[src/rtl/rf_arb_pkg.sv]
// ---------------------------------------------------------------------------
// rf_arb_pkg : shared types and constants for the register-file write arbiter
// Revision   : 1.0
// ---------------------------------------------------------------------------
`default_nettype none

package rf_arb_pkg;

  localparam int NUM_REGS = 32;
  localparam int REG_AW   = 5;
  localparam int DATA_W   = 32;

  typedef enum logic [0:0] {
    ST_IDLE  = 1'b0,
    ST_CLEAR = 1'b1
  } clr_state_e;

  localparam logic [1:0] GRANT_NONE = 2'b00;
  localparam logic [1:0] GRANT_REQ0 = 2'b01;
  localparam logic [1:0] GRANT_REQ1 = 2'b10;

endpackage

`default_nettype wire

[src/rtl/rf_wr_arbiter_if.sv]
// ---------------------------------------------------------------------------
// rf_wr_arbiter_if : requester handshakes, clear control and write port bundle
// Revision         : 1.0
// ---------------------------------------------------------------------------
`default_nettype none

interface rf_wr_arbiter_if;
  import rf_arb_pkg::*;

  logic              req0_valid_i;
  logic              req0_ready_o;
  logic [REG_AW-1:0] req0_wR_i;
  logic [DATA_W-1:0] req0_wD_i;
  logic              req1_valid_i;
  logic              req1_ready_o;
  logic [REG_AW-1:0] req1_wR_i;
  logic [DATA_W-1:0] req1_wD_i;
  logic              clr_start_i;
  logic              clr_busy_o;
  logic [REG_AW-1:0] wR_o;
  logic [DATA_W-1:0] wD_o;
  logic              WE_o;
  logic [1:0]        grant_o;

  modport slave (
    input  req0_valid_i, req0_wR_i, req0_wD_i,
    input  req1_valid_i, req1_wR_i, req1_wD_i,
    input  clr_start_i,
    output req0_ready_o, req1_ready_o, clr_busy_o,
    output wR_o, wD_o, WE_o, grant_o
  );

  modport master (
    output req0_valid_i, req0_wR_i, req0_wD_i,
    output req1_valid_i, req1_wR_i, req1_wD_i,
    output clr_start_i,
    input  req0_ready_o, req1_ready_o, clr_busy_o,
    input  wR_o, wD_o, WE_o, grant_o
  );

endinterface

`default_nettype wire

[src/rtl/rf_clr_seq.sv]
// ---------------------------------------------------------------------------
// rf_clr_seq : clear-sweep FSM, issues one index per CLEAR cycle up to 31
// Revision   : 1.0
// ---------------------------------------------------------------------------
`default_nettype none

module rf_clr_seq
  import rf_arb_pkg::*;
#(
  parameter int unsigned CLR_START = 1
) (
  input  logic              clk_i,
  input  logic              reset_i,
  input  logic              start_i,
  output logic              busy_o,
  output logic [REG_AW-1:0] idx_o
);

  localparam logic [REG_AW-1:0] START_IDX = REG_AW'(CLR_START);
  localparam logic [REG_AW-1:0] LAST_IDX  = REG_AW'(NUM_REGS - 1);

  clr_state_e        state_q;
  logic [REG_AW-1:0] idx_q;
  logic              busy_q;

  // start_i is only looked at in IDLE, so a pulse mid-sweep cannot restart it.
  always_ff @(posedge clk_i) begin
    if (reset_i) begin
      state_q <= ST_IDLE;
      idx_q   <= START_IDX;
      busy_q  <= 1'b0;
    end else begin
      case (state_q)
        ST_IDLE: begin
          if (start_i) begin
            state_q <= ST_CLEAR;
            busy_q  <= 1'b1;
          end
        end
        ST_CLEAR: begin
          if (idx_q == LAST_IDX) begin
            state_q <= ST_IDLE;
            busy_q  <= 1'b0;
            idx_q   <= START_IDX;
          end else begin
            idx_q <= idx_q + 1'b1;
          end
        end
        default: begin
          state_q <= ST_IDLE;
          busy_q  <= 1'b0;
          idx_q   <= START_IDX;
        end
      endcase
    end
  end

  assign busy_o = busy_q;
  assign idx_o  = idx_q;

endmodule

`default_nettype wire

[src/rtl/rf_wr_arbiter.sv]
// ---------------------------------------------------------------------------
// rf_wr_arbiter : two-requester register-file write arbiter with clear sweep
//                 RF_ARB_RR_EN defined -> round-robin, else req0 fixed priority
// Revision      : 1.0
// ---------------------------------------------------------------------------
`default_nettype none

module rf_wr_arbiter
  import rf_arb_pkg::*;
#(
  parameter int unsigned CLR_START = 1
) (
  input  logic           clk_i,
  input  logic           reset_i,
  rf_wr_arbiter_if.slave bus
);

  logic              sweep_busy;
  logic [REG_AW-1:0] sweep_idx;
  logic              arb_en;
  logic              gnt0;
  logic              gnt1;

  logic              we_d,    we_q;
  logic [REG_AW-1:0] wr_d,    wr_q;
  logic [DATA_W-1:0] wd_d,    wd_q;
  logic [1:0]        grant_d, grant_q;

  rf_clr_seq #(
    .CLR_START (CLR_START)
  ) u_clr_seq (
    .clk_i   (clk_i),
    .reset_i (reset_i),
    .start_i (bus.clr_start_i),
    .busy_o  (sweep_busy),
    .idx_o   (sweep_idx)
  );

  // A clear request in the same cycle beats both requesters.
  assign arb_en = !reset_i && !sweep_busy && !bus.clr_start_i;

`ifdef RF_ARB_RR_EN
  logic prefer1_q;

  assign gnt1 = arb_en && bus.req1_valid_i && (!bus.req0_valid_i || prefer1_q);
  assign gnt0 = arb_en && bus.req0_valid_i && !gnt1;

  always_ff @(posedge clk_i) begin
    if (reset_i) begin
      prefer1_q <= 1'b0;
    end else if (gnt0) begin
      prefer1_q <= 1'b1;
    end else if (gnt1) begin
      prefer1_q <= 1'b0;
    end
  end
`else
  assign gnt0 = arb_en && bus.req0_valid_i;
  assign gnt1 = arb_en && bus.req1_valid_i && !bus.req0_valid_i;
`endif

  assign bus.req0_ready_o = gnt0;
  assign bus.req1_ready_o = gnt1;

  // Accepted writes to r0 are swallowed: the write port keeps its last address/data.
  always_comb begin
    we_d    = 1'b0;
    wr_d    = wr_q;
    wd_d    = wd_q;
    grant_d = GRANT_NONE;
    if (sweep_busy) begin
      we_d = 1'b1;
      wr_d = sweep_idx;
      wd_d = '0;
    end else if (gnt0 && (bus.req0_wR_i != '0)) begin
      we_d    = 1'b1;
      wr_d    = bus.req0_wR_i;
      wd_d    = bus.req0_wD_i;
      grant_d = GRANT_REQ0;
    end else if (gnt1 && (bus.req1_wR_i != '0)) begin
      we_d    = 1'b1;
      wr_d    = bus.req1_wR_i;
      wd_d    = bus.req1_wD_i;
      grant_d = GRANT_REQ1;
    end
  end

  always_ff @(posedge clk_i) begin
    if (reset_i) begin
      we_q    <= 1'b0;
      wr_q    <= '0;
      wd_q    <= '0;
      grant_q <= GRANT_NONE;
    end else begin
      we_q    <= we_d;
      wr_q    <= wr_d;
      wd_q    <= wd_d;
      grant_q <= grant_d;
    end
  end

  assign bus.WE_o       = we_q;
  assign bus.wR_o       = wr_q;
  assign bus.wD_o       = wd_q;
  assign bus.grant_o    = grant_q;
  assign bus.clr_busy_o = sweep_busy;

endmodule

`default_nettype wire

[src/flat_wrapper.sv]
// flat-port wrapper written by rule: the top's interface ports become plain ports
module rf_wr_arbiter_flat import rf_arb_pkg::*;
#(
  parameter int unsigned CLR_START = 1
)
  (clk_i, reset_i, bus_req0_valid_i, bus_req0_wR_i, bus_req0_wD_i, bus_req1_valid_i, bus_req1_wR_i, bus_req1_wD_i, bus_clr_start_i, bus_req0_ready_o, bus_req1_ready_o, bus_clr_busy_o, bus_wR_o, bus_wD_o, bus_WE_o, bus_grant_o);
  rf_wr_arbiter_if bus_i ();
  input  logic clk_i;
  input  logic reset_i;
  input wire logic [$bits(bus_i.req0_valid_i)-1:0] bus_req0_valid_i;
  input wire logic [$bits(bus_i.req0_wR_i)-1:0] bus_req0_wR_i;
  input wire logic [$bits(bus_i.req0_wD_i)-1:0] bus_req0_wD_i;
  input wire logic [$bits(bus_i.req1_valid_i)-1:0] bus_req1_valid_i;
  input wire logic [$bits(bus_i.req1_wR_i)-1:0] bus_req1_wR_i;
  input wire logic [$bits(bus_i.req1_wD_i)-1:0] bus_req1_wD_i;
  input wire logic [$bits(bus_i.clr_start_i)-1:0] bus_clr_start_i;
  output wire logic [$bits(bus_i.req0_ready_o)-1:0] bus_req0_ready_o;
  output wire logic [$bits(bus_i.req1_ready_o)-1:0] bus_req1_ready_o;
  output wire logic [$bits(bus_i.clr_busy_o)-1:0] bus_clr_busy_o;
  output wire logic [$bits(bus_i.wR_o)-1:0] bus_wR_o;
  output wire logic [$bits(bus_i.wD_o)-1:0] bus_wD_o;
  output wire logic [$bits(bus_i.WE_o)-1:0] bus_WE_o;
  output wire logic [$bits(bus_i.grant_o)-1:0] bus_grant_o;
  assign bus_i.req0_valid_i = bus_req0_valid_i;
  assign bus_i.req0_wR_i = bus_req0_wR_i;
  assign bus_i.req0_wD_i = bus_req0_wD_i;
  assign bus_i.req1_valid_i = bus_req1_valid_i;
  assign bus_i.req1_wR_i = bus_req1_wR_i;
  assign bus_i.req1_wD_i = bus_req1_wD_i;
  assign bus_i.clr_start_i = bus_clr_start_i;
  assign bus_req0_ready_o = bus_i.req0_ready_o;
  assign bus_req1_ready_o = bus_i.req1_ready_o;
  assign bus_clr_busy_o = bus_i.clr_busy_o;
  assign bus_wR_o = bus_i.wR_o;
  assign bus_wD_o = bus_i.wD_o;
  assign bus_WE_o = bus_i.WE_o;
  assign bus_grant_o = bus_i.grant_o;
  rf_wr_arbiter #(.CLR_START(CLR_START)) u_core (.clk_i(clk_i), .reset_i(reset_i), .bus(bus_i));
endmodule
[config.mk]
export PLATFORM = sky130hd
export DESIGN_NAME = rf_wr_arbiter_flat
export DESIGN_NICKNAME = d
export VERILOG_FILES = /design/src/rtl/rf_arb_pkg.sv /design/src/rtl/rf_wr_arbiter_if.sv /design/src/rtl/rf_clr_seq.sv /design/src/rtl/rf_wr_arbiter.sv /design/src/flat_wrapper.sv
export SDC_FILE = /design/constraint.sdc
export NUM_CORES = 1
export LEC_CHECK = 0
export BUFFER_PORTS_ARGS = -buffer_cell sky130_fd_sc_hd__buf_2
export CORE_MARGIN = 2
export CORE_UTILIZATION = 40
export CTS_BUF_LIST = sky130_fd_sc_hd__clkbuf_4
export DETAILED_ROUTE_END_ITERATION = 12
export MAX_ROUTING_LAYER = met4
export PLACE_DENSITY = 0.82
export RECOVER_POWER = 50
export REMOVE_ABC_BUFFERS = 1
export SYNTH_ARGS = -nofsm -noshare
export SYNTH_HDL_FRONTEND = slang
export SYNTH_SLANG_ARGS = --single-unit
[constraint.sdc]
create_clock -name clk_i -period 2.4 [get_ports clk_i]
set_input_delay 0.6 -clock clk_i [delete_from_list [all_inputs] [get_ports clk_i]]
set_output_delay 0.6 -clock clk_i [all_outputs]
set_load 0.01 [all_outputs]
==> qor.yml, run 1 <==
placed_design:
  io_buffer_count: 121
  place_inst: 441
  dp_worst_setup_slack_ps: 134.7
  place.gp.congestion: 0.7879
  dpl_cell_area_um2: 2949
  place.detailed.hpwl_um: 4414
grt:
  gr-total-overflow: 0
  grt_start_max_net_pins: 38
  wire_length_of_the_first_global_routing_pass_um: 9804
  antenna_violations_before_repair: 0
  grt_total_usage: 0.2003
  first_global_vias: 2196
timing:
  fin_setup_tns_ps: 0
  tightestPinTransition_ps: 602.2
  final_max_slew_viol_count: 0
  max_freq_mhz: 470.8
  hold_ws_ps: 490.9
  setup_skew_ps: 8.794
  timing.slew.headroom: 0.5977
  rsz0062_at_grt: "false"
  finalHoldViolCount: 0
  smallest_setup_slack_after_layout_ps: 276.1
  finalSetupViolCount: 0
  fin_crit_sh: 0.8850
  fin_crit_ps: 2124
clocking:
  insertion_delay_ps: 360
  h_tree_depth_reported_by_cts: 2
  cts-root-to-sink-buffers: 2
  clock_sinks: 47
  cts-buffers-inserted: 5
  clock-root-buffer: "sky130_fd_sc_hd__clkbuf_4"
  worst_setup_hold_path_clk_slew_ps: 140
  hold_buffers: 0
  cts.repair_timing.setup_buffer_count: 0
  cts-resized-gates: 0
  cts_tree: "yes"
critical_path:
  critPathCaptureType: "output port"
  critical_path.max_stage_delay_ps: 320
  critical_path.top_delay_family: "simple AND/OR/NAND/NOR gates"
  critical_path.slowest_cell: "sky130_fd_sc_hd__nor4b_4"
  timing.setup.critical_path_class: "in -> out"
  cp_max_fo: 3
  crit_chain: "buf_2 > or2_2 > nor4b_4 > buf_2"
  worstPathArrival_ps: 1520
  timing.critical_path.from_type: "input pin"
  cpMostUsedCell: "sky130_fd_sc_hd__buf_2"
  critical_path.n_buffers_inverters: 2
  timing.critical_path.required_ps: 1800
logic_synthesis:
  synth-warning-count: 0
  yosysSeqAreaShare: 0.4148
  yosys.area.top_type: "sky130_fd_sc_hd__dfxtp_1"
  synth_top_area_frac: 0.4148
  synth_area_leaders: "sky130_fd_sc_hd__dfxtp_1, sky130_fd_sc_hd__a311oi_2, sky130_fd_sc_hd__nand2_1"
  syn_area_per_cell_um2: 8.691
  synth_area_um2: 2268
  synthesized_flop_and_latch_total: 47
  postSynth.asyncResetShare: 0
  synth_cells: 261
  synth_cell_type_count: 33
  postSynth.topFlopCell: "sky130_fd_sc_hd__dfxtp_1"
  synth-edff-count: 0
pwr:
  seq_power_share: 0.570
  power_switching_uw: 417.9
  clock_power_share: 0.246
  power.share.combinational: 0.184
  power-per-cell-area_nw_per_um2: 500.3
  leakagePower_nw: 1.141
  power.switching_fraction: 0.2830
  ir_worst_vdd_v: 0.0002313
  p_int_mw: 1.059
die:
  std_cell_rows: 27
  chipWidth_um: 79.31
  core_footprint_um2: 5507
  boundaryPins: 122
  effective_utilization_at_floorplan: 0.4120
  dieArea_um2: 6289
  floorplan.die.height_um: 79.31
route:
  drt_pre_antenna_iters: 4
  routed_wirelength_normalized_by_instance_count_um: 13.96
  via_count: 2343
  detail_route.wirelength_um: 6270
  post-route-drc-count: 0
  antenna_violating_nets_post_route: 0
  vias_per_cell: 5.218
  drt_iter0_drc: 83
cells_and_area:
  nFillCells: 526
  num_antenna_cells: 0
  post_layout_nonfiller_instances: 449
  flow.area_growth_from_synthesis_pct: 30.12
  final_net_count: 457
  finish.instance_area_um2: 2952
  ratio_of_cells_with_drive_above_1_in_the_final_layout: 0.3395
worst_hold_path:
  holdCritPathClass: "in -> reg"
job:
  maxcap_violations: 0
outcome:
  outcome: "finished, final reports clean"
registers in the layout (all words and copies together), names as in the netlist:
name                      cells
u_core.bus.wD_o              32
u_core.u_clr_seq.idx_o        5
u_core.bus.wR_o               5
u_core.bus.WE_o               1
u_core.bus.grant_o            2
u_core.u_clr_seq.state_q      1
u_core.u_clr_seq.busy_o       1
layout make-up:
cell class                      count  area [µm²]  share of cell area
Tap cell                           72       90.09             0.03052
Inverter                            3       15.01            0.005087
Sequential cell                    47       940.9              0.3188
Clock buffer                        6       45.04             0.01526
Multi-Input combinational cell    190        1211              0.4103
Timing Repair Buffer              129       641.9              0.2175
Clock inverter                      2       7.507            0.002543
worst register-to-register path: stages (launching register included):
cell and delay [ps]:
sky130_fd_sc_hd__dfxtp_1 340, sky130_fd_sc_hd__or2_2 320, sky130_fd_sc_hd__nor4b_4 320, sky130_fd_sc_hd__nand2_4 90
sky130_fd_sc_hd__clkinvlp_4 430, sky130_fd_sc_hd__nand2_1 190, sky130_fd_sc_hd__a311oi_2 270
path summary, 6_finish.rpt:
check | start | to | slack, ps | cells after the start
worst min register to register | u_core.bus.wD_o[1]$_SDFFE_PP0P_ | u_core.bus.wD_o[1]$_SDFFE_PP0P_ | 490 | 2
worst max register to register | u_core.u_clr_seq.busy_o$_SDFFE_PP0P_ | u_core.bus.wD_o[11]$_SDFFE_PP0P_ | 360 | 6
worst max-delay path | reset_i | bus_req1_ready_o | 280 | 4
worst min-delay path | bus_req1_wD_i[5] | u_core.bus.wD_o[5]$_SDFFE_PP0P_ | 490 | 3
Yosys cell counts, types with 3 or more instances:
cell,instances
sky130_fd_sc_hd__nand2_1,71
sky130_fd_sc_hd__a21oi_1,5
sky130_fd_sc_hd__buf_2,5
sky130_fd_sc_hd__nor2_1,41
sky130_fd_sc_hd__nand4b_1,4
sky130_fd_sc_hd__nand2b_1,4
sky130_fd_sc_hd__a31oi_1,6
sky130_fd_sc_hd__buf_6,3
sky130_fd_sc_hd__a22oi_1,4
sky130_fd_sc_hd__dfxtp_1,47
sky130_fd_sc_hd__o21ai_0,3
sky130_fd_sc_hd__clkbuf_1,13
sky130_fd_sc_hd__a311oi_2,25
sky130_fd_sc_hd__a311oi_1,6
sky130_fd_sc_hd__nor3_1,3
per-layer routing:
metal / routed length [µm] / track usage
met1: 2869 / 0.2474
met2: 2955 / 0.3305
met3: 363 / 0.04091
met4: 81 / 0.06207
met5: 0 / -
stage by stage:
step / utilization / power, mW
2_1_floorplan: - / 0.9897
4_1_cts: 0.5451 / 1.496
3_5_place_dp: 0.5356 / 1.136
3_3_place_gp: 0.5356 / 1.128
5_1_grt: 0.5360 / 1.551
6_report: 0.5360 / 1.477
cell usage in the layout (no fill, tap or decap), types with 2 or more instances in the layout:
cell type,Yosys,routed
sky130_fd_sc_hd__buf_2,5,82
sky130_fd_sc_hd__nand2_1,71,71
sky130_fd_sc_hd__dfxtp_1,47,47
sky130_fd_sc_hd__nor2_1,41,41
sky130_fd_sc_hd__clkbuf_1,13,39
sky130_fd_sc_hd__a311oi_2,25,25
sky130_fd_sc_hd__a31oi_1,6,6
sky130_fd_sc_hd__a311oi_1,6,6
sky130_fd_sc_hd__clkbuf_4,0,6
sky130_fd_sc_hd__buf_4,0,6
sky130_fd_sc_hd__a21oi_1,5,5
sky130_fd_sc_hd__nand4b_1,4,4
sky130_fd_sc_hd__nand2b_1,4,4
sky130_fd_sc_hd__a22oi_1,4,4
sky130_fd_sc_hd__nor3_1,3,3
sky130_fd_sc_hd__o21ai_0,3,3
sky130_fd_sc_hd__and3_1,2,2
sky130_fd_sc_hd__o21bai_1,2,2
sky130_fd_sc_hd__ha_1,2,2
sky130_fd_sc_hd__clkinv_1,0,2
sky130_fd_sc_hd__buf_12,0,2
logic make-up (layout without fill, tap and decap cells):
| logic type | after synthesis | after routing | share of synthesized area |
|---|---|---|---|
| DFF | 47 | 47 | 0.4148 |
| muxes | 1 | 1 | 0.004413 |
| buffers and inverters | 24 | 140 | 0.05460 |
| and+or+nand+nor | 133 | 133 | 0.2609 |
| adders and majority gates | 2 | 2 | 0.01103 |
| AOI/OAI and AO/OA | 54 | 54 | 0.2543 |
power by group through the flow:
stage	Clock [mW]	Combinational, mW	Sequential [mW]
2_1_floorplan	0	0.116	0.873
4_1_cts	0.376	0.280	0.840
3_5_place_dp	0	0.279	0.857
3_3_place_gp	0	0.272	0.856
5_1_grt	0.407	0.297	0.847
6_report	0.363	0.272	0.842
(Power assumes the default switching activity.)
==> run 2: changes to the inputs <==
--- a/config.mk
+++ b/config.mk
@@ -7,11 +7,11 @@
 export LEC_CHECK = 0
 export BUFFER_PORTS_ARGS = -buffer_cell sky130_fd_sc_hd__buf_2
 export CORE_MARGIN = 2
-export CORE_UTILIZATION = 40
+export CORE_UTILIZATION = 46
 export CTS_BUF_LIST = sky130_fd_sc_hd__clkbuf_4
 export DETAILED_ROUTE_END_ITERATION = 12
 export MAX_ROUTING_LAYER = met4
-export PLACE_DENSITY = 0.82
+export PLACE_DENSITY = 0.91
 export RECOVER_POWER = 50
 export REMOVE_ABC_BUFFERS = 1
 export SYNTH_ARGS = -nofsm -noshare
==> qor.yml, run 2 (same netlist as run 1, synthesis figures left out) <==
die:
  effective_utilization_at_floorplan: 0.4771  # +0.06515
  boundaryPins: 122  # unchanged
  floorplan.die.height_um: 74.23  # -6.4%
  dieArea_um2: 5509  # -12%
  std_cell_rows: 25  # -7.4%
  chipWidth_um: 74.23  # -6.4%
  core_footprint_um2: 4755  # -14%
route:
  vias_per_cell: 5.358  # +2.7%
  drt_iter0_drc: 70  # -16%
  detail_route.wirelength_um: 6160  # -1.8%
  via_count: 2379  # +1.5%
  antenna_violating_nets_post_route: 0  # unchanged
  routed_wirelength_normalized_by_instance_count_um: 13.87  # -0.65%
  post-route-drc-count: 0  # unchanged
  drt_pre_antenna_iters: 4  # unchanged
timing:
  max_freq_mhz: 466.7  # -0.88%
  finalHoldViolCount: 0  # unchanged
  smallest_setup_slack_after_layout_ps: 257.2  # -18.89 ps
  fin_crit_ps: 2143  # +18.89 ps
  fin_crit_sh: 0.8928  # +0.007870
  timing.slew.headroom: 0.6587  # +0.06101
  tightestPinTransition_ps: 512.0  # -90.24 ps
  setup_skew_ps: 12.17  # +3.372 ps
  rsz0062_at_grt: "false"
  hold_ws_ps: 494.2  # +3.291 ps
  finalSetupViolCount: 0  # unchanged
  final_max_slew_viol_count: 0  # unchanged
cells_and_area:
  finish.instance_area_um2: 2945  # -0.21%
  layout_common_cells: "sky130_fd_sc_hd__buf_2, sky130_fd_sc_hd__nand2_1, sky130_fd_sc_hd__dfxtp_1"
  flow.area_growth_from_synthesis_pct: 29.84
  number_of_flip_flops_under_the_largest_register_name: 32  # unchanged
  ratio_of_cells_with_drive_above_1_in_the_final_layout: 0.3422  # +0.002653
  num_antenna_cells: 0  # unchanged
  layout_commonest_cell: "sky130_fd_sc_hd__buf_2"
  final_net_count: 457  # unchanged
  nFillCells: 437  # -17%
  post_layout_nonfiller_instances: 444  # -1.1%
  seq_area_um2: 940.9  # unchanged
  multiInputGateArea_um2: 1205  # -0.52%
clocking:
  worst_setup_hold_path_clk_slew_ps: 140  # about the same
  insertion_delay_ps: 350  # about the same
  h_tree_depth_reported_by_cts: 2  # unchanged
  clock_sinks: 47  # unchanged
  hold_buffers: 0  # unchanged
  clock-root-buffer: "sky130_fd_sc_hd__clkbuf_4"
  cts-buffers-inserted: 5  # unchanged
  cts_tree: "yes"
  cts-resized-gates: 0  # unchanged
  cts-root-to-sink-buffers: 2  # unchanged
  cts.repair_timing.setup_buffer_count: 0  # unchanged
critical_path:
  worstPathArrival_ps: 1540  # +20 ps
  timing.critical_path.required_ps: 1800  # about the same
  cp_max_fo: 15  # +12
  timing.critical_path.from_type: "flop"
  regToRegSetupSlack_ps: 550  # +190 ps
  critPathCaptureType: "output port"
  timing.setup.critical_path_class: "reg -> out"
pwr:
  power-per-cell-area_nw_per_um2: 507.5  # +1.4%
  total_power_mw: 1.495  # +1.2%
  ir_worst_vdd_v: 0.0002470  # +6.8%
  leakagePower_nw: 1.151  # +0.86%
grt:
  wire_length_of_the_first_global_routing_pass_um: 9197  # -6.2%
  antenna_violations_before_repair: 0  # unchanged
  busiest_metal_layer_after_global_routing: "met2"
  met1_usage: 0.2373  # -0.01010
  met3_usage: 0.04878  # +0.007871
  gr-total-overflow: 0  # unchanged
  grt_total_usage: 0.2155  # +0.01525
  grt_util_met2: 0.3899  # +0.05937
  grt_start_max_net_pins: 40  # +5.3%
  first_global_vias: 2209  # +0.59%
placed_design:
  place.detailed.hpwl_um: 4446  # +0.72%
  place_inst: 436  # -1.1%
  place.gp.congestion: 0.7661  # -2.8%
  dpl_cell_area_um2: 2943  # -0.21%
  io_buffer_count: 121  # unchanged
  dp_worst_setup_slack_ps: 180.2  # +45.53 ps
job:
  maxcap_violations: 0  # unchanged
worst_hold_path:
  holdCritPathClass: "in -> reg"
outcome:
  outcome: "finished, final reports clean"
## run 2: layout make-up
type / instances / area share
multi-input combinational: 190 / 0.4091
sequential: 47 / 0.3195
timing repair buffer: 129 / 0.2179
tap: 67 / 0.02846
clock buffer: 7 / 0.01784
inverter: 3 / 0.005523
clock inverter: 1 / 0.001699
## run 2: critical path, cell delays in order (launching register included)
cell and delay, ps:
sky130_fd_sc_hd__dfxtp_1 340, sky130_fd_sc_hd__buf_4 180, sky130_fd_sc_hd__nor4b_1 450, sky130_fd_sc_hd__buf_2 220
## run 2: final timing paths
check | start | end | cells past startpoint
min reg2reg | u_core.bus.wD_o[5]$_SDFFE_PP0P_ | u_core.bus.wD_o[5]$_SDFFE_PP0P_ | 2
max reg2reg | u_core.u_clr_seq.busy_o$_SDFFE_PP0P_ | u_core.bus.wD_o[18]$_SDFFE_PP0P_ | 7
max | u_core.u_clr_seq.busy_o$_SDFFE_PP0P_ | bus_req0_ready_o | 3
min | bus_req1_wD_i[31] | u_core.bus.wD_o[31]$_SDFFE_PP0P_ | 3
## run 2: per-layer routing
metal / share of wire / wire [µm]
met1: 0.42 / 2610
met2: 0.50 / 3095
met3: 0.067 / 414
met4: 0.0065 / 40
met5: 0 / 0
## run 2: per-stage QoR
step	TNS (ps)	util
final	0	0.6195
after global routing	0	0.6195
after CTS	0	0.6311
after detailed placement	0	0.6189
after global placement	0	0.6189
after floorplan	-38550	-
## run 2: power breakdown
part | switching [mW] | total [mW] | leakage [nW] | internal, mW
Combinational | 0.148 | 0.269 | 0.732 | 0.121
Sequential | 0.0246 | 0.842 | 0.383 | 0.817
Clock | 0.246 | 0.384 | 0.0361 | 0.137
Total | 0.419 | 1.49 | 1.15 | 1.08
